### src/rtl/core_controller.sv
// core_controller
//
// Sequencing controller for the fetch unit. Holds fetch while dispatch is
// full, for a fixed number of cycles after a ROB restart, and for good once
// a HALT commits. After a HALT it runs the dcache flush handshake and raises
// the core-level halt when memory is clean.
//
// Parameters:
//   RESTART_STALL_CYCLES  cycles fetch is held after a ROB restart (1..15)
//   CNT_WIDTH             restart counter width (RESTART_STALL_CYCLES < 2**CNT_WIDTH)
//
// Ports:
//   CLK                            clock
//   nRST                           asynchronous active-low reset
//   dispatch_full                  dispatch/IQ/ROB cannot accept this cycle
//   rob_restart                    ROB redirects fetch
//   rob_commit_halt                HALT retired at ROB head
//   dcache_flush_done              dcache write-back complete (level)
//   core_control_stall_fetch_unit  freeze fetch PC, suppress ivalid
//   core_control_halt              stop fetch, raise icache halt
//   dcache_flush_req               request dcache flush, held until done
//   core_halt                      core finished, sticky until reset
//   core_state_out                 current state encoding
//   stall_cycle_count              stall performance counter
//
// Build option:
//   CORE_CONTROL_PERF_EN  when defined, stall_cycle_count counts fetch stall
//                         cycles in CC_RUN/CC_RESTART (saturating). When not
//                         defined the port is tied to zero.

module core_controller #(
    parameter int RESTART_STALL_CYCLES = 2,
    parameter int CNT_WIDTH            = 4
) (
    input  logic        CLK,
    input  logic        nRST,
    input  logic        dispatch_full,
    input  logic        rob_restart,
    input  logic        rob_commit_halt,
    input  logic        dcache_flush_done,
    output logic        core_control_stall_fetch_unit,
    output logic        core_control_halt,
    output logic        dcache_flush_req,
    output logic        core_halt,
    output logic [2:0]  core_state_out,
    output logic [31:0] stall_cycle_count
);

    typedef enum logic [2:0] {
        CC_RUN     = 3'd0,
        CC_RESTART = 3'd1,
        CC_FLUSH   = 3'd2,
        CC_HALTED  = 3'd3
    } cc_state_t;

    // Counter counts down to zero, so the hold lasts RESTART_STALL_CYCLES cycles.
    localparam logic [CNT_WIDTH-1:0] RESTART_RELOAD = CNT_WIDTH'(RESTART_STALL_CYCLES - 1);

    cc_state_t             state;
    cc_state_t             next_state;
    logic [CNT_WIDTH-1:0]  restart_cnt;
    logic [CNT_WIDTH-1:0]  next_restart_cnt;

    always_ff @(posedge CLK or negedge nRST) begin
        if (!nRST) begin
            state       <= CC_RUN;
            restart_cnt <= '0;
        end else begin
            state       <= next_state;
            restart_cnt <= next_restart_cnt;
        end
    end

    // A committed HALT takes priority over a restart in every live state.
    always_comb begin
        next_state                    = state;
        next_restart_cnt              = restart_cnt;
        core_control_stall_fetch_unit = 1'b0;
        core_control_halt             = 1'b0;
        dcache_flush_req              = 1'b0;
        core_halt                     = 1'b0;
        core_state_out                = 3'd0;

        case (state)
            CC_RUN: begin
                core_control_stall_fetch_unit = dispatch_full;
                core_state_out                = CC_RUN;
                if (rob_commit_halt) begin
                    next_state = CC_FLUSH;
                end else if (rob_restart) begin
                    next_state       = CC_RESTART;
                    next_restart_cnt = RESTART_RELOAD;
                end
            end
            CC_RESTART: begin
                core_control_stall_fetch_unit = 1'b1;
                core_state_out                = CC_RESTART;
                if (rob_commit_halt) begin
                    next_state = CC_FLUSH;
                end else if (rob_restart) begin
                    next_restart_cnt = RESTART_RELOAD;
                end else if (restart_cnt == '0) begin
                    next_state = CC_RUN;
                end else begin
                    next_restart_cnt = restart_cnt - CNT_WIDTH'(1);
                end
            end
            CC_FLUSH: begin
                core_control_stall_fetch_unit = 1'b1;
                core_control_halt             = 1'b1;
                dcache_flush_req              = 1'b1;
                core_state_out                = CC_FLUSH;
                if (dcache_flush_done) begin
                    next_state = CC_HALTED;
                end
            end
            CC_HALTED: begin
                core_control_stall_fetch_unit = 1'b1;
                core_control_halt             = 1'b1;
                core_halt                     = 1'b1;
                core_state_out                = CC_HALTED;
            end
            default: begin
                // Unreachable encodings recover to CC_RUN with quiet outputs.
                next_state       = CC_RUN;
                next_restart_cnt = '0;
            end
        endcase
    end

`ifdef CORE_CONTROL_PERF_EN
    logic [31:0] stall_cnt;
    logic        count_en;

    // Only stalls caused by backpressure or restarts are counted; the
    // permanent stall of the flush/halt phase would swamp the figure.
    assign count_en = core_control_stall_fetch_unit &&
                      ((state == CC_RUN) || (state == CC_RESTART));

    always_ff @(posedge CLK or negedge nRST) begin
        if (!nRST) begin
            stall_cnt <= 32'h0;
        end else if (count_en && (stall_cnt != 32'hFFFF_FFFF)) begin
            stall_cnt <= stall_cnt + 32'd1;
        end
    end

    assign stall_cycle_count = stall_cnt;
`else
    assign stall_cycle_count = 32'h0;
`endif

endmodule

### config.mk
export PLATFORM = sky130hd
export DESIGN_NAME = core_controller
export DESIGN_NICKNAME = d
export VERILOG_FILES = /design/src/rtl/core_controller.sv
export SDC_FILE = /design/constraint.sdc
export NUM_CORES = 1
export LEC_CHECK = 0
export BUFFER_PORTS_ARGS = -buffer_cell sky130_fd_sc_hd__buf_2
export CORE_UTILIZATION = 36
export CTS_CLUSTER_DIAMETER = 120
export CTS_CLUSTER_SIZE = 14
export DETAILED_ROUTE_END_ITERATION = 12
export PLACE_DENSITY = 0.74
export SETUP_SLACK_MARGIN = 0.5
export SLEW_MARGIN = 25
export SYNTH_ARGS = -nofsm -noshare
export SYNTH_HDL_FRONTEND = slang
export SYNTH_SLANG_ARGS = --single-unit
### constraint.sdc
create_clock -name CLK -period 1.3 [get_ports CLK]
set_input_delay 0.39 -clock CLK [delete_from_list [all_inputs] [get_ports CLK]]
set_output_delay 0.39 -clock CLK [all_outputs]
set_load 0.05 [all_outputs]
==> results of run 1 <==
metrics by stage:
| step | total power (W) | util |
|---|---|---|
| floorplan | 0.000504 | - |
| global placement | 0.000455 | 0.418 |
| detailed placement | 0.000457 | 0.418 |
| CTS | 0.000659 | 0.498 |
| global route | 0.000702 | 0.515 |
| finish | 0.000657 | 0.515 |
critical path, cell delays in order (launching register included):
cell	delay, ns
dfrtp_2	0.40
or3_4	0.36
buf_6	0.16
sequential cells by signal (all words and copies together), names as in the netlist:
| register | cells |
|---|---|
| restart_cnt | 4 |
| state | 2 |
path summary, 6_finish.rpt:
check / start / endpoint / slack [ns]
min: rob_commit_halt / state[1] / 0.46
min reg2reg: restart_cnt[3] / restart_cnt[3] / 0.62
min in group asynchronous: nRST / restart_cnt[0] / 0.50
max reg2reg: restart_cnt[0] / restart_cnt[0] / -0.13
max: state[1] / core_control_stall_fetch_unit / -0.26
max in group asynchronous: nRST / state[0] / 0.65
report_power, final:
part / switching [W] / internal (W) / total (W)
logic: 0.000238 / 0.0000352 / 0.000274
registers: 0.00000687 / 0.000192 / 0.000198
clock network: 0.0000682 / 0.000116 / 0.000184
synth_stat cells, drive strengths merged:
cell type | n | share of area
nor2b | 2 | 0.020
inv | 4 | 0.024
a22oi | 1 | 0.012
or4b | 1 | 0.022
and2 | 2 | 0.020
ha | 2 | 0.040
nor3 | 1 | 0.0079
nand2 | 2 | 0.012
nor2 | 1 | 0.018
dfrtp | 6 | 0.24
buf | 34 | 0.40
mux2 | 1 | 0.018
nor4b | 2 | 0.028
conb | 1 | 0.0059
or3 | 1 | 0.0099
a22o | 1 | 0.014
a32o | 1 | 0.018
o22a | 1 | 0.014
o21ai | 2 | 0.016
a21oi | 2 | 0.016
clkbuf | 3 | 0.018
o211ai | 1 | 0.020
o41ai | 1 | 0.014
layer usage:
layer	global-route usage	routed length [um]
met5	0	0
met4	0.0364	23
met3	0.0625	91
met2	0.248	680
met1	0.135	351
cells by family (layout without fill, tap and decap cells):
| family | count (synthesis) | in the layout | share of synthesized area |
|---|---|---|---|
| AND/OR/NAND/NOR | 12 | 12 | 0.136 |
| other | 1 | 33 | 0.00592 |
| buffers and inverters | 41 | 31 | 0.441 |
| multiplexers | 1 | 1 | 0.0178 |
| AO/OA/AOI/OAI | 10 | 10 | 0.123 |
| adder cells (fa/ha/maj) | 2 | 2 | 0.0395 |
| flip-flops | 6 | 6 | 0.237 |
cells in the final DEF (no fill, tap or decap), types with 2 or more instances in the layout:
master / instances
dfrtp_2: 2
conb_1: 33
buf_2: 5
dfrtp_1: 4
buf_8: 2
buf_6: 6
inv_2: 3
buf_4: 9
clkbuf_4: 3
cell type report:
class / count / share of cell area
Clock buffer: 4 / 0.0324
Tap cell: 16 / 0.0247
Timing Repair Buffer: 23 / 0.247
Multi-Input combinational cell: 58 / 0.490
Sequential cell: 6 / 0.188
Inverter: 4 / 0.0185
what timing repair did:
action	CTS	global route
buffers inserted	1	1
endpoints found under the hold margin	6	0
setup endpoints to repair	12	12
gates resized for setup	22	6
hold buffers	1	0
pin swaps	7	4
==> results.json, run 1 <==
{
  "antenna_found_initial": 0,
  "slew_viol_final": 0,
  "cap_viol_max_count": 0,
  "numCtsBuffers": 3,
  "final_hold_viol_count": 0,
  "clk_transition_reported_paths_ns": 0.05,
  "tns_ns": -1.09,
  "multi_input_area_um2": 398,
  "std_cell_rows": 14,
  "cts_root_buffer": "clkbuf_4",
  "avgSynthCellArea_um2": 8.67,
  "synth_cells": 73,
  "seqCellArea_um2": 153,
  "drcViolationCount": 1,
  "cp.arrival_ns": 1.17,
  "chipWidth_um": 43.9,
  "outcome": "finished with violations",
  "p_per_area_mw_per_mm2": 809,
  "clk_path_buf_depth": 2,
  "cp-start-kind": "flip-flop",
  "critPathMaxFanout": 2,
  "hp-class": "input pin to flip-flop",
  "htreeDepth": 1,
  "place_congestion": 0.767,
  "fin_skew_ns": 0.00679,
  "min_period_over_period": 1.20,
  "ant_nets": 0,
  "syn2layout_area_growth_pct": 28.3,
  "firstDrtPassIters": 9,
  "p_leak_nw": 0.408,
  "ys_warn_count": 0,
  "setup_slack_ns": -0.256,
  "synth_seq_cells": 6,
  "nets": 104,
  "end_kind": "primary output",
  "grt_overflow": 0,
  "ios": 45,
  "violations": "DRC, setup timing",
  "grt_max_degree": 8,
  "drive_above_1_share": 0.474,
  "num_vias": 461,
  "die_y_um": 43.9,
  "cts_tree": "yes",
  "ys_seq_area_frac": 0.237,
  "drtIter0Drc": 5,
  "post-route-min-period_ns": 1.56,
  "rsz0062_at_grt": "yes",
  "min_path_cells": 3,
  "synthDistinctLibCells": 24,
  "critPathKind": "flip-flop to primary output",
  "setup_viol": 10,
  "grt_use_total": 0.134,
  "cts_num_sinks": 6,
  "reg2regPathDepth": 5,
  "drt_wl_total_um": 1150,
  "n_antenna_cell": 0,
  "synth_area_um2": 633,
  "dpl_worst_slack_ns": -0.158,
  "first_global_vias": 416,
  "placed_area_um2": 659,
  "irDropWorstVdd_v": 0.000602,
  "clock.fmax_ghz": 0.643,
  "dp_hpwl_um": 859,
  "fill_cells": 160,
  "dp_cells": 104,
  "layout.cells.non_filler": 111,
  "hold_slack_ns": 0.459,
  "postLayoutCellArea_um2": 812,
  "initial_core_util": 0.402,
  "via_per_inst": 4.15,
  "clock_latency_ns": 0.25,
  "core_mm2": 0.00158,
  "port_buffers": 11,
  "wire_per_inst_um": 10.3,
  "worstPathRequired_ns": 0.91,
  "grt_pass1_wl_um": 1810,
  "die_area_mm2": 0.00193
}
Note: power is estimated with default switching activity, not from simulation.
==> run 2: changes to the inputs <==
RECOVER_POWER = 100   (was not set)
==> run 2 against run 1 <==
  * The run still ends with DRC, setup timing left
  * Global-route usage is the same
  * Count of clock-buffer cells in the layout is the same
  * Routed wire length shrank 0.26%
  * Fmax is essentially flat
==> results.json, run 2 (same netlist as run 1, synthesis figures left out) <==
{
  "outcome": "finished with violations",
  "violations": "DRC, setup timing",
  "fill_cells": 163,
  "drcViolationCount": 1,
  "ios": 45,
  "fin_skew_ns": 0.00679,
  "place_congestion": 0.767,
  "power_w": 0.000655,
  "p_per_area_mw_per_mm2": 816,
  "setup_slack_ns": -0.256,
  "grt_use_total": 0.134,
  "firstDrtPassIters": 9,
  "grt_max_degree": 8,
  "cap_viol_max_count": 0,
  "cp.arrival_ns": 1.17,
  "via_per_inst": 4.14,
  "post-route-util": 0.510,
  "first_global_vias": 416,
  "final_hold_viol_count": 0,
  "htreeDepth": 1,
  "r2r_slack_ns": -0.13,
  "min_period_over_period": 1.20,
  "cts_num_sinks": 6,
  "die_area_mm2": 0.00193,
  "r2r_start": "state[1]",
  "clock_latency_ns": 0.25,
  "port_buffers": 11,
  "clk_path_buf_depth": 2,
  "rsz0062_at_grt": "yes",
  "grt_overflow": 0,
  "grt_pass1_wl_um": 1810,
  "reg2regPathDepth": 5,
  "critPathKind": "flip-flop to primary output",
  "final_cell_mix": "conb_1, buf_4, buf_6",
  "worstPathRequired_ns": 0.91,
  "antenna_found_initial": 0,
  "layout.cells.non_filler": 111,
  "cts_root_buffer": "clkbuf_4",
  "hp-class": "input pin to flip-flop",
  "syn2layout_area_growth_pct": 26.9,
  "slew_viol_final": 0,
  "p_leak_nw": 0.406,
  "ant_nets": 0,
  "drive_above_1_share": 0.453,
  "numCtsBuffers": 3,
  "final_common_cell": "conb_1",
  "end_kind": "primary output",
  "dp_cells": 104,
  "die_y_um": 43.9,
  "drt_wl_total_um": 1140,
  "crit_start": "state[1]",
  "n_antenna_cell": 0,
  "wire_per_inst_um": 10.3,
  "dp_hpwl_um": 859,
  "critPathMaxFanout": 2,
  "setup_viol": 10,
  "endpoint": "core_control_stall_fetch_unit",
  "drtIter0Drc": 5,
  "hold_slack_ns": 0.460,
  "nets": 104,
  "initial_core_util": 0.402,
  "clk_transition_reported_paths_ns": 0.05,
  "largest-register": "restart_cnt",
  "post-route-min-period_ns": 1.56,
  "r2r-end": "restart_cnt[1]",
  "irDropWorstVdd_v": 0.000602,
  "chipWidth_um": 43.9,
  "cp-start-kind": "flip-flop",
  "reg_top3": "restart_cnt x4, state x2",
  "core_mm2": 0.00158,
  "num_vias": 460,
  "largest_register_ffs": 4,
  "std_cell_rows": 14,
  "clock.fmax_ghz": 0.643,
  "cts_tree": "yes"
}
run 2: cell types whose count changed in the layout (fill, tap and decap cells not counted), sizes merged:
cell and delta:
clkbuf +1, buf -1
run 2: report_power, final:
part | switching, W | internal (W) | leakage (nW) | total (W)
Clock | 0.0000682 | 0.000116 | 0.0150 | 0.000184
Sequential | 0.00000683 | 0.000192 | 0.0672 | 0.000198
Combinational | 0.000238 | 0.0000347 | 0.324 | 0.000272
run 2: stage by stage:
stage	cell area [um2]	TNS (ns)	setup slack, ns
after CTS	786	-1.07	-0.273
after floorplan	817	-0.0681	-0.0348
after detailed placement	659	-0.493	-0.158
after global routing	803	-1.82	-0.300
final	803	-1.19	-0.256
after global placement	659	-0.376	-0.148
run 2: how the worst min path moves through the flow:
stage,from,endpoint,slack [ns],depth (start not counted)
final,rob_commit_halt,state[0],0.46,3
after global routing,rob_commit_halt,state[0],0.46,3
after floorplan,nRST,restart_cnt[0],0.09,0
after CTS,rob_commit_halt,state[1],0.41,3
after detailed placement,nRST,restart_cnt[1],0.22,1
after global placement,nRST,restart_cnt[1],0.22,1
run 2: critical path, stage by stage, from the launching register on:
cell and delay, ns:
dfrtp_2 0.40, or3_4 0.36, buf_6 0.16
run 2: repair_timing:
action / in CTS / in global routing
hold buffers: 1 / 0
buffers inserted: 1 / 1
resized for setup: 22 / 6
hold endpoints to repair: 6 / 0
endpoints found under the setup margin: 12 / 12
cloned: 0 / 0
pin swaps: 7 / 4
run 2: routing by layer:
metal  wire length, um  GRT usage  vias to the layer above  share of wire
met4                23     0.0364                        0          0.020
li1                  -          -                      217              -
met5                 0          0                        -              0
met1               350      0.135                      213           0.31
met3                91     0.0625                        2          0.080
met2               678      0.248                       28           0.59
run 2: layout make-up:
class / count / area (um2) / area share
Clock buffer: 4 / 26.3 / 0.0327
Inverter: 4 / 15.0 / 0.0187
Multi-Input combinational cell: 58 / 390 / 0.486
Sequential cell: 6 / 153 / 0.190
Tap cell: 16 / 20.0 / 0.0249
Timing Repair Buffer: 23 / 199 / 0.248
